## config.mk

```make
export PLATFORM = sky130hd
export DESIGN_NAME = grad_bin_cal
export DESIGN_NICKNAME = d
export VERILOG_FILES = /design/src/rtl/grad_bin_cal.sv
export SDC_FILE = /design/constraint.sdc
export NUM_CORES = 1
export LEC_CHECK = 0
export CAP_MARGIN = 10
export CELL_PAD_IN_SITES_DETAIL_PLACEMENT = 2
export CELL_PAD_IN_SITES_GLOBAL_PLACEMENT = 2
export CORE_MARGIN = 2
export CORE_UTILIZATION = 38
export CTS_CLUSTER_SIZE = 28
export DETAILED_ROUTE_END_ITERATION = 16
export PLACE_DENSITY = 0.77
export SYNTH_ARGS = -nofsm -noshare
export SYNTH_HDL_FRONTEND = slang
export SYNTH_SLANG_ARGS = --single-unit
```

## constraint.sdc

```tcl
create_clock -name clk -period 11.1 [get_ports clk]
set_input_delay 2.775 -clock clk [delete_from_list [all_inputs] [get_ports clk]]
set_output_delay 2.775 -clock clk [all_outputs]
set_load 0.01 [all_outputs]
```

## src/rtl/grad_bin_cal.sv

```systemverilog
// grad_bin_cal: per-lane image gradient magnitude and 9-way orientation bin.
// Three-stage valid/ready pipeline: S1 abs/sign, S2 products, S3 compare/sum.
// Optional macro GRAD_MAG_L2_EN selects mag = gx^2 + gy^2 instead of |gx| + |gy|.
module grad_bin_cal #(
   parameter int PIX_W = 8,
   parameter int LANES = 2,
   localparam int MAG_W = 2*PIX_W+1,
   localparam int BIN_W = 4
) (
   input  logic                     clk,
   input  logic                     rst,
   input  logic                     in_valid,
   output logic                     in_ready,
   input  logic [LANES*4*PIX_W-1:0] pixel,
   output logic                     out_valid,
   input  logic                     out_ready,
   output logic [LANES*MAG_W-1:0]   mag,
   output logic [LANES*BIN_W-1:0]   bin
);

   localparam int GY_W = PIX_W+12;
   localparam int GX_W = PIX_W+15;
   localparam logic [14:0] THR [4] = '{15'd1491, 15'd3437, 15'd7094, 15'd23230};

   logic v1, v2, v3;
   logic en1, en2, en3, accept;

   logic signed [PIX_W:0] gx_c [LANES];
   logic signed [PIX_W:0] gy_c [LANES];
   logic [PIX_W-1:0]      ax_c [LANES];
   logic [PIX_W-1:0]      ay_c [LANES];
   logic                  opp_c [LANES];
   logic                  zz_c [LANES];

   logic [PIX_W-1:0] ax1 [LANES];
   logic [PIX_W-1:0] ay1 [LANES];
   logic             opp1 [LANES];
   logic             zz1 [LANES];

   logic [GY_W-1:0]  py2 [LANES];
   logic [GX_W-1:0]  px2 [LANES][4];
   logic [MAG_W-1:0] ma2 [LANES];
   logic [MAG_W-1:0] mb2 [LANES];
   logic             opp2 [LANES];
   logic             zz2 [LANES];

   logic [2:0]               k_c;
   logic [LANES*MAG_W-1:0]   mag_c;
   logic [LANES*BIN_W-1:0]   bin_c;

   // A stage may load when it is empty or its contents move on this cycle
   assign en3      = !v3 || out_ready;
   assign en2      = !v2 || en3;
   assign en1      = !v1 || en2;
   assign in_ready = rst && en1;
   assign accept   = in_valid && in_ready;
   assign out_valid = v3;

   // Signed gradients, their magnitudes and sign relations for every lane
   always_comb begin
      for (int i = 0; i < LANES; i++) begin
         gx_c[i]  = $signed({1'b0, pixel[i*4*PIX_W +: PIX_W]})
                  - $signed({1'b0, pixel[i*4*PIX_W+PIX_W +: PIX_W]});
         gy_c[i]  = $signed({1'b0, pixel[i*4*PIX_W+2*PIX_W +: PIX_W]})
                  - $signed({1'b0, pixel[i*4*PIX_W+3*PIX_W +: PIX_W]});
         ax_c[i]  = PIX_W'(gx_c[i][PIX_W] ? -gx_c[i] : gx_c[i]);
         ay_c[i]  = PIX_W'(gy_c[i][PIX_W] ? -gy_c[i] : gy_c[i]);
         zz_c[i]  = (gx_c[i] == '0) && (gy_c[i] == '0);
         opp_c[i] = (gx_c[i][PIX_W] != gy_c[i][PIX_W]) && (gx_c[i] != '0) && (gy_c[i] != '0);
      end
   end

   // S1: capture abs values and sign relation of the accepted beat
   always_ff @(posedge clk) begin
      if (en1 && accept) begin
         for (int i = 0; i < LANES; i++) begin
            ax1[i]  <= ax_c[i];
            ay1[i]  <= ay_c[i];
            opp1[i] <= opp_c[i];
            zz1[i]  <= zz_c[i];
         end
      end
   end

   // S2: scaled |gy|, |gx| times each tangent threshold, and magnitude terms
   always_ff @(posedge clk) begin
      if (en2 && v1) begin
         for (int i = 0; i < LANES; i++) begin
            py2[i] <= {ay1[i], 12'b0};
            for (int j = 0; j < 4; j++) begin
               px2[i][j] <= GX_W'(ax1[i]) * GX_W'(THR[j]);
            end
`ifdef GRAD_MAG_L2_EN
            ma2[i] <= MAG_W'(ax1[i]) * MAG_W'(ax1[i]);
            mb2[i] <= MAG_W'(ay1[i]) * MAG_W'(ay1[i]);
`else
            ma2[i] <= MAG_W'(ax1[i]);
            mb2[i] <= MAG_W'(ay1[i]);
`endif
            opp2[i] <= opp1[i];
            zz2[i]  <= zz1[i];
         end
      end
   end

   // S3 combinational: count thresholds passed, fold by quadrant, sum magnitude
   always_comb begin
      mag_c = '0;
      bin_c = '0;
      k_c   = '0;
      for (int i = 0; i < LANES; i++) begin
         k_c = '0;
         for (int j = 0; j < 4; j++) begin
            if (GX_W'(py2[i]) >= px2[i][j]) begin
               k_c = k_c + 3'd1;
            end
         end
         if (zz2[i]) begin
            bin_c[i*BIN_W +: BIN_W] = '0;
         end else if (opp2[i]) begin
            bin_c[i*BIN_W +: BIN_W] = 4'd8 - {1'b0, k_c};
         end else begin
            bin_c[i*BIN_W +: BIN_W] = {1'b0, k_c};
         end
         mag_c[i*MAG_W +: MAG_W] = ma2[i] + mb2[i];
      end
   end

   // Stage valid flags and the output register, all cleared by reset
   always_ff @(posedge clk) begin
      if (!rst) begin
         v1  <= 1'b0;
         v2  <= 1'b0;
         v3  <= 1'b0;
         mag <= '0;
         bin <= '0;
      end else begin
         if (en1) v1 <= accept;
         if (en2) v2 <= v1;
         if (en3) begin
            v3 <= v2;
            if (v2) begin
               mag <= mag_c;
               bin <= bin_c;
            end
         end
      end
   end

endmodule

```

==> flow_summary.yaml <==
run_status:
  outcome: "completed"
synthesis:
  post_synth_instance_area_mm2: 0.0258
  yosys.area.top_type: "edfxtp_1"
  ys_warn_count: 0
  async_flop_share: 0
  syn_avg_cell_area_um2: 10.2
  ys_types: 74
  synth_top_area_frac: 0.254
  synth_area_leaders: "edfxtp_1 25%, ha_1 21%, fa_1 17%"
  synth_ff_type: "edfxtp_1"
  ys_ff_latch: 247
  synth-edff-count: 218
  synthesis.instances: 2522
  yosysSeqAreaShare: 0.276
clock_tree:
  cts_root_buffer: "clkbuf_16"
  cts_post_setup_buffers_inserted: 0
  path_clk_slew_ns: 0.06
  clock_sinks: 247
  cts_buffer_depth: 3
  cts_hold_buffers: 0
  cts_htree_levels: 1
  insertion_delay_ns: 0.60
  cts_tree: "yes"
  post_cts_resized: 0
  cts_made_buffers: 30
sta:
  slew-limit-headroom: 0.272
  skew_ns: 0.0133
  fmax_mhz: 130
  slew_viol_final: 0
  fin_crit_ns: 7.69
  tightestPinTransition_ns: 1.09
  setup_ws_ns: 3.41
  post-route-period-util: 0.693
  finalHoldViolCount: 0
  setup_viol: 0
  rsz0062_at_grt: "no"
  final.setup.tns_ns: 0
critical_path:
  cpPeakStageDelay_ns: 1.14
  critPathCaptureType: "primary output"
  r2r_slack_ns: 5.09
  crit_path_end: "in_ready"
  crit_required_ns: 8.33
  arrival_ns: 4.92
  rr_worst_depth: 16
  crit_top_cell: "clkdlybuf4s50_1"
  crit_path_cell_trace: "clkdlybuf4s50_1, a21boi_0, clkdlybuf4s50_1"
  startpoint: "rst"
  critical_path_class: "primary input to primary output"
  r2r_end: "px2[0][18]$_DFFE_PP_"
  slowest_stage: "clkdlybuf4s50_1"
  path_max_fanout: 32
  start_kind: "primary input"
  r2r_start: "ax1[0][6]$_DFFE_PP_"
floorplanning:
  die_h_um: 265
  core_area_mm2: 0.0672
  num_rows: 95
  die_x_um: 265
  dieArea_mm2: 0.0700
  initial_core_util: 0.384
  io_pins: 112
place:
  dp_hpwl_mm: 63.1
  place_congestion: 0.881
  dpl_worst_slack_ns: 3.46
  port_buffers: 95
global_route:
  track_usage: 0.222
  globalRoute.totalOverflow: 0
  grt_start_max_net_pins: 183
  first_global_vias: 21800
  grt_pass1_wl_mm: 122
  antenna_found_initial: 3
finish:
  drive_above_1_share: 0.0300
  synthToLayoutAreaGrowth_pct: 11.6
  nFillCells: 7089
  final_nets: 3354
  antenna_cells: 0
route:
  ant_nets: 0
  via_count: 18900
  routed_via_density: 5.35
  wl_mm: 76.6
  drtIter0Drc: 888
  dr.pass1.iters: 4
  post_drt_wl_per_cell_um: 21.6
  drc: 0
min_path:
  whs_path_depth: 0
  hold_path.class: "register to register"
flow_run:
  cap_viol_max_count: 0
[sequential cells by signal (all words and copies together), names as in the netlist]
signal	cells
ay1	16
mag	18
bin	8
zz2	2
out_valid	1
ma2	12
v2	1
py2	16
px2	150
opp1	2
opp2	2
ax1	16
v1	1
zz1	2
[critical path, delay by kind of cell]
family                 cells  cell delay [ns]
AOI/OAI and AO/OA          1             0.39
buffers and inverters      2             1.74
[kinds of logic (layout without fill, tap and decap cells)]
| kind of cell | Yosys count | after routing | synth area share |
|---|---|---|---|
| buffers and inverters | 543 | 674 | 0.0814 |
| multiplexers | 8 | 8 | 0.00364 |
| AO/OA/AOI/OAI | 428 | 428 | 0.109 |
| other | 1 | 16 | 0.000145 |
| flip-flops | 247 | 247 | 0.276 |
| adder cells (fa/ha/maj) | 642 | 642 | 0.375 |
| AND/OR/NAND/NOR | 497 | 497 | 0.100 |
| XOR/XNOR | 156 | 156 | 0.0543 |
[cell type report]
class	instances	area [um2]	share of cell area
clock inverters	20	174	0.00604
inverters	517	1940	0.0674
clock buffers	36	806	0.0280
well taps	873	1090	0.0380
multi-input cells	1747	16600	0.578
flip-flops and latches	247	7130	0.248
repair buffers	101	1010	0.0350
[layout by cell type (no fill, tap or decap), types with 8 or more instances in the layout]
master / count
nand4_1: 8
a21boi_0: 12
o21ai_0: 84
clkbuf_16: 31
o31ai_1: 24
a211oi_1: 28
o21a_1: 31
a31oi_1: 24
a21oi_1: 104
nand3_1: 38
ha_1: 424
o21bai_1: 15
edfxtp_1: 218
clkdlybuf4s50_1: 95
inv_1: 516
o211ai_1: 13
or2_2: 11
and3_1: 20
nor3_1: 57
xnor2_1: 121
conb_1: 16
dfxtp_1: 29
and2_1: 32
nor4_1: 15
or4_1: 9
nor2_1: 93
clkinv_2: 9
xor2_1: 32
nor2b_1: 33
a21o_1: 37
fa_1: 218
or3_1: 22
nand2_1: 105
nand2b_1: 21
nor4b_1: 8
[metrics by stage]
stage               hold WS, ns   util  instance area, um2  instances
detailed placement        0.405  0.414               27800       3485
floorplan                 0.400      -               25800       2537
global route              0.418  0.428               28800       3541
CTS                       0.413  0.428               28800       3541
finish                    0.413  0.428               28800       3541
global placement          0.401  0.414               27800       3485
[synth_stat cells, types with 4 or more instances]
cell type / instances
edfxtp_1: 218
a21o_1: 37
nand4_1: 8
nand3b_1: 4
a31oi_1: 24
nand3_1: 38
ha_1: 424
a311oi_1: 6
xor2_1: 32
o31a_1: 5
a211oi_1: 28
nor4b_1: 8
nor2_1: 93
fa_1: 218
buf_4: 16
nor2b_1: 34
and2_1: 33
or2_2: 11
xnor2_1: 121
or4_1: 9
nand4b_1: 4
nor3b_1: 6
o211ai_1: 13
clkbuf_1: 10
nand2b_1: 21
a21boi_0: 12
o21a_1: 31
dfxtp_1: 29
and3_1: 20
a21oi_1: 104
nand2_1: 105
o311ai_0: 4
nor3_1: 57
mux2i_1: 6
or3_1: 22
o31ai_1: 24
o21ai_0: 84
nor4_1: 15
inv_1: 516
o21bai_1: 15
a41o_1: 5
[layer usage]
| metal | up-vias | track usage | share of wire |
|---|---|---|---|
| li1 | 8836 | - | - |
| met1 | 9665 | 0.295 | 0.45 |
| met2 | 331 | 0.390 | 0.49 |
| met3 | 95 | 0.0252 | 0.038 |
| met4 | 0 | 0.0502 | 0.021 |
| met5 | - | 0 | 0 |
[worst min-delay path by stage]
stage / from / slack (ns) / endpoint
2_1_floorplan: opp1[0][0]$_DFFE_PP_ / 0.40 / opp2[0][0]$_DFFE_PP_
3_3_place_gp: ay1[0][11]$_DFFE_PP_ / 0.40 / py2[0][11]$_DFFE_PP_
3_5_place_dp: ay1[0][11]$_DFFE_PP_ / 0.41 / py2[0][11]$_DFFE_PP_
4_1_cts: ay1[0][5]$_DFFE_PP_ / 0.41 / py2[0][5]$_DFFE_PP_
5_1_grt: opp1[0][0]$_DFFE_PP_ / 0.42 / opp2[0][0]$_DFFE_PP_
6_report: ay1[0][6]$_DFFE_PP_ / 0.41 / py2[0][6]$_DFFE_PP_
Power is left out: the tool's default activity adds up to more than one toggle a clock period on the data nets, which glitch-free logic cannot reach.
